<file path="src/rtl/sound_event_player.sv">
// sound_event_player: turns click/apple/death game events into prioritised square-wave note sequences.
module sound_event_player #(
  parameter int          CLK_HZ = 12_000_000,
  parameter logic [7:0]  VOLUME = 8'hFF
) (
  input  logic       clk,
  input  logic       nrst,
  input  logic       enable,
  input  logic       goodColl,
  input  logic       badColl,
  input  logic [3:0] direction_i,
  output logic [7:0] soundOut,
  output logic       busy,
  output logic [1:0] playing_id
);
  typedef enum logic [2:0] {IDLE, CLICK, GOOD_N1, GOOD_N2, BAD_N1, BAD_N2, BAD_N3} state_t;
  localparam logic [20:0] H1760 = 21'(CLK_HZ / (2 * 1760));
  localparam logic [20:0] H1320 = 21'(CLK_HZ / (2 * 1320));
  localparam logic [20:0] H880  = 21'(CLK_HZ / (2 * 880));
  localparam logic [20:0] H440  = 21'(CLK_HZ / (2 * 440));
  localparam logic [20:0] H330  = 21'(CLK_HZ / (2 * 330));
  localparam logic [20:0] H220  = 21'(CLK_HZ / (2 * 220));
  localparam logic [20:0] D10   = 21'((CLK_HZ / 1000) * 10);
  localparam logic [20:0] D60   = 21'((CLK_HZ / 1000) * 60);
  localparam logic [20:0] D150  = 21'((CLK_HZ / 1000) * 150);
  state_t      state, state_n, nxt, tgt;
  logic        phase, phase_n, start, is_bad;
  logic [20:0] hcnt, hcnt_n, dcnt, dcnt_n, half, dur;
  logic [3:0]  d_s1, d_s2, d_prev;
  logic        good_prev, bad_prev, good_ev, bad_ev, click_ev;
  logic [1:0]  id_n;
  assign good_ev  = goodColl & ~good_prev;
  assign bad_ev   = badColl & ~bad_prev;
  assign click_ev = |(d_s2 & ~d_prev);
  assign is_bad   = state == BAD_N1 || state == BAD_N2 || state == BAD_N3;
  always_comb begin
    half = H1760;
    dur  = D10;
    nxt  = IDLE;
    case (state)
      GOOD_N1: begin half = H880;  dur = D60;  nxt = GOOD_N2; end
      GOOD_N2: begin half = H1320; dur = D60;  nxt = IDLE;    end
      BAD_N1:  begin half = H440;  dur = D150; nxt = BAD_N2;  end
      BAD_N2:  begin half = H330;  dur = D150; nxt = BAD_N3;  end
      BAD_N3:  begin half = H220;  dur = D150; nxt = IDLE;    end
      default: ;
    endcase
  end
  // Events are only honoured while enabled; priority bad > good > click.
  always_comb begin
    start   = enable && (bad_ev || (good_ev && !is_bad) || (click_ev && (state == IDLE || state == CLICK)));
    tgt     = bad_ev ? BAD_N1 : (good_ev && !is_bad) ? GOOD_N1 : CLICK;
    state_n = state;
    phase_n = phase;
    hcnt_n  = hcnt + 21'd1;
    dcnt_n  = dcnt + 21'd1;
    if (!enable || (state == IDLE && !start)) begin
      state_n = IDLE;
      phase_n = 1'b0;
      hcnt_n  = '0;
      dcnt_n  = '0;
    end else if (start) begin
      state_n = tgt;
      phase_n = 1'b1;
      hcnt_n  = '0;
      dcnt_n  = '0;
    end else if (dcnt == dur - 21'd1) begin
      state_n = nxt;
      phase_n = nxt != IDLE;
      hcnt_n  = '0;
      dcnt_n  = '0;
    end else if (hcnt == half - 21'd1) begin
      phase_n = ~phase;
      hcnt_n  = '0;
    end
    id_n = state_n == IDLE ? 2'd0 : state_n == CLICK ? 2'd1 : (state_n == GOOD_N1 || state_n == GOOD_N2) ? 2'd2 : 2'd3;
  end
  always_ff @(posedge clk or negedge nrst) begin
    if (!nrst) begin
      d_s1       <= '0;
      d_s2       <= '0;
      d_prev     <= '0;
      good_prev  <= 1'b0;
      bad_prev   <= 1'b0;
      state      <= IDLE;
      phase      <= 1'b0;
      hcnt       <= '0;
      dcnt       <= '0;
      soundOut   <= '0;
      busy       <= 1'b0;
      playing_id <= '0;
    end else begin
      d_s1       <= direction_i;
      d_s2       <= d_s1;
      d_prev     <= d_s2;
      good_prev  <= goodColl;
      bad_prev   <= badColl;
      state      <= state_n;
      phase      <= phase_n;
      hcnt       <= hcnt_n;
      dcnt       <= dcnt_n;
      soundOut   <= (phase_n && state_n != IDLE) ? VOLUME : 8'h00;
      busy       <= state_n != IDLE;
      playing_id <= id_n;
    end
  end
endmodule

</file>
<file path="config.mk">
export PLATFORM = sky130hd
export DESIGN_NAME = sound_event_player
export DESIGN_NICKNAME = d
export VERILOG_FILES = /design/src/rtl/sound_event_player.sv
export SDC_FILE = /design/constraint.sdc
export NUM_CORES = 1
export LEC_CHECK = 0
export BUFFER_PORTS_ARGS = -buffer_cell sky130_fd_sc_hd__buf_2
export CAP_MARGIN = 20
export CORE_MARGIN = 3
export CORE_UTILIZATION = 23
export DETAILED_ROUTE_END_ITERATION = 16
export GPL_TIMING_DRIVEN = 1
export HOLD_SLACK_MARGIN = 0.03
export SLEW_MARGIN = 20
export SYNTH_ARGS = -nofsm -noshare
export SYNTH_HDL_FRONTEND = slang
export SYNTH_SLANG_ARGS = --single-unit
export TNS_END_PERCENT = 10
</file>
<file path="constraint.sdc">
create_clock -name clk -period 3.7 [get_ports clk]
set_input_delay 0 -clock clk [delete_from_list [all_inputs] [get_ports clk]]
set_output_delay 0 -clock clk [all_outputs]
set_load 0.005 [all_outputs]
</file>
==> flow_metrics.py <==
metrics = {
    "drt": {
        "drt-total-wl_um": 7820,
        "ant_nets": 0,
        "top_layer_used": "met4",
        "drcViolationCount": 0,
        "avgViaCountPerCell": 4.63,
        "dr.pass1.iters": 4,
        "dr_wl_met3_um": 274,
        "first_iter_violations": 290,
        "wl_met2_um": 3720,
        "vias": 2762,
        "wl_met1_um": 3710,
        "wire_per_inst_um": 13.1,
    },
    "synthesis": {
        "syn_area_um2": 3570,
        "synth_edf_count": 0,
        "synth.distinct_cells": 58,
        "avgSynthCellArea_um2": 9.26,
        "synth.area.top_cells": "dfrtp_1, nor2_1, xor2_1, xnor2_1, nand3_1",
        "yosysTopAreaCell": "dfrtp_1",
        "synth-seq-cells": 64,
        "synthesis.instances": 386,
        "yosys-top-cells-count": "dfrtp_1, nor2_1, xor2_1",
        "synthArstFlopShare_pct": 100,
        "synth.most_common_cell": "dfrtp_1",
        "yosysWarnings": 0,
        "ys_seq_area_share_pct": 44.8,
        "synth_flop_cell": "dfrtp_1",
        "syn_nets": 401,
        "synth_top_area_share_pct": 44.8,
    },
    "worst_hold_path": {
        "hp-class": "in -> async",
    },
    "finish": {
        "multi_input_area_um2": 1790,
        "filler_cell_count": 1575,
        "final_nets": 422,
        "area_growth_pct": 18.1,
        "diodes": 0,
        "drive_gt1_share_pct": 11.9,
        "layout.cells.non_filler": 596,
        "utilization_pct": 28.4,
        "regArea_um2": 1600,
        "design_area_um2": 4220,
    },
    "clock_tree": {
        "cts.path.max_buffers": 2,
        "clk_latency_ns": 0.33,
        "cts_root_buffer": "clkbuf_16",
        "numCtsBuffers": 9,
        "cts_tree": "done",
        "clkSlewWorstSetupHoldPaths_ns": 0.06,
        "cts.sink_count": 64,
        "postCtsSetupBuffers": 0,
        "htreeDepth": 3,
    },
    "timing": {
        "relSlewSlack_pct": 50.9,
        "rsz0062_at_grt": "false",
        "finClkSkew_ns": 0.00526,
        "final.period_utilization_pct": 86.2,
        "totalNegativeSetupSlack_ns": 0,
        "worst_slew_pin_slew_ns": 0.727,
        "finalMaxSlewViolations": 0,
        "max_freq_ghz": 0.314,
        "worst_slack_ns": 0.512,
        "worst_hold_slack_ns": 0.217,
        "setup_viol": 0,
        "hold_violations": 0,
        "fin_crit_ns": 3.19,
    },
    "power": {
        "p_per_area_nw_per_um2": 416,
        "p_leak_nw": 1.73,
        "p_total_mw": 1.76,
        "peakVddDrop_mv": 0.247,
    },
    "grt": {
        "grt_pass1_wl_um": 13300,
        "grt_pass1_vias": 2704,
        "track_usage_pct": 9.72,
        "grt_start_max_net_pins": 38,
        "gr-total-overflow": 0,
        "antenna_found_initial": 0,
    },
    "floorplan": {
        "core-area_um2": 14900,
        "rows": 44,
        "ioPinCount": 20,
        "fp.dieH_um": 131,
        "start_util_pct": 24.0,
        "fp.dieW_um": 131,
        "die_area_um2": 17100,
    },
    "place": {
        "place_congestion": 0.841,
        "postPlaceCellArea_um2": 3810,
        "io_buffers": 19,
        "placed_cells": 572,
        "post-place-ws_ns": 0.416,
        "dp_hpwl_um": 5580,
    },
    "status": {
        "status": "finished, final reports clean",
    },
    "setup_path": {
        "crit_arrival_ns": 3.38,
        "end_kind": "flop",
        "reg2reg_from": "state[1]",
        "cp-startpoint": "state[1]",
        "critPathKind": "reg -> reg",
        "critPathMaxFanout": 21,
        "required_ns": 3.89,
        "critPathLaunchType": "flop",
    },
    "job": {
        "cap_viol_max_count": 0,
    },
}
==> report_power, final <==
group / internal [mW] / switching [mW]
clock network: 0.593 / 0.317
registers: 0.715 / 0.0109
logic: 0.0502 / 0.0714
total: 1.36 / 0.399
==> metal layers <==
| layer | global-route usage (%) | up-vias |
|---|---|---|
| met4 | 3.15 | 0 |
| met1 | 13.2 | 1312 |
| met5 | 0 | - |
| li1 | - | 1384 |
| met2 | 15.0 | 56 |
| met3 | 2.76 | 10 |
==> path summary, 6_finish.rpt <==
path / to / slack [ns] / cells past startpoint
min reg2reg: d_s2[3] / 0.35 / 0
min: dcnt[16] / 0.22 / 2
max reg2reg: hcnt[3] / 0.51 / 11
max: hcnt[3] / 0.51 / 11
min in group clk: d_s1[2] / 0.32 / 2
max in group asynchronous: hcnt[11] / 2.56 / 3
==> registers in the layout, indices dropped and copies added, names as in the netlist <==
| name | flops |
|---|---|
| hcnt | 21 |
| good_prev | 1 |
| d_prev | 4 |
| phase | 1 |
| busy | 1 |
| d_s2 | 4 |
| playing_id | 2 |
| bad_prev | 1 |
| state | 3 |
| soundOut | 1 |
| dcnt | 21 |
| d_s1 | 4 |
==> logic make-up after synthesis <==
kind of cell	after synthesis	share of synthesized area, %
compound gates	55	11.0
xor+xnor	42	10.3
fa+ha+maj	6	2.10
buf+inv	39	5.43
flops	64	44.8
mux	3	0.840
simple gates	177	25.6
==> critical path: stages (launching register included) <==
cell       delay [ns]
dfrtp_1          0.46
nor2b_1          0.19
inv_1            0.09
nor2_1           0.20
inv_1            0.10
ha_1             0.26
xor2_1           0.19
o21bai_1         0.18
a2111oi_0        0.54
nand4_1          0.24
o21bai_4         0.48
nor2_1           0.11
==> area by class of cell <==
class	count	area share (%)
multi-input cells	283	42.3
inverters	16	1.42
flip-flops and latches	64	37.9
well taps	184	5.46
clock buffers	10	5.43
repair buffers	33	5.22
clock inverters	6	2.19
==> placed cells by master, fill, tap and decap left out, drive strengths merged, types with 7 or more instances in the layout <==
master       instances
nor3                 7
dfrtp               64
inv                 17
nand2               21
a21oi               15
dlygate4sd3          8
xnor2               19
buf                 25
o21ai                9
clkbuf              10
and3                11
nand3               18
nor2                62
nand2b               7
nand4               10
xor2                23
==> timing repair <==
item	4_1_cts	5_1_grt
hold buffers	8	0
resized for setup	0	1
hold endpoints to repair	34	0
endpoints found under the setup margin	0	10
No activity file was read; power rests on OpenSTA's default activity.
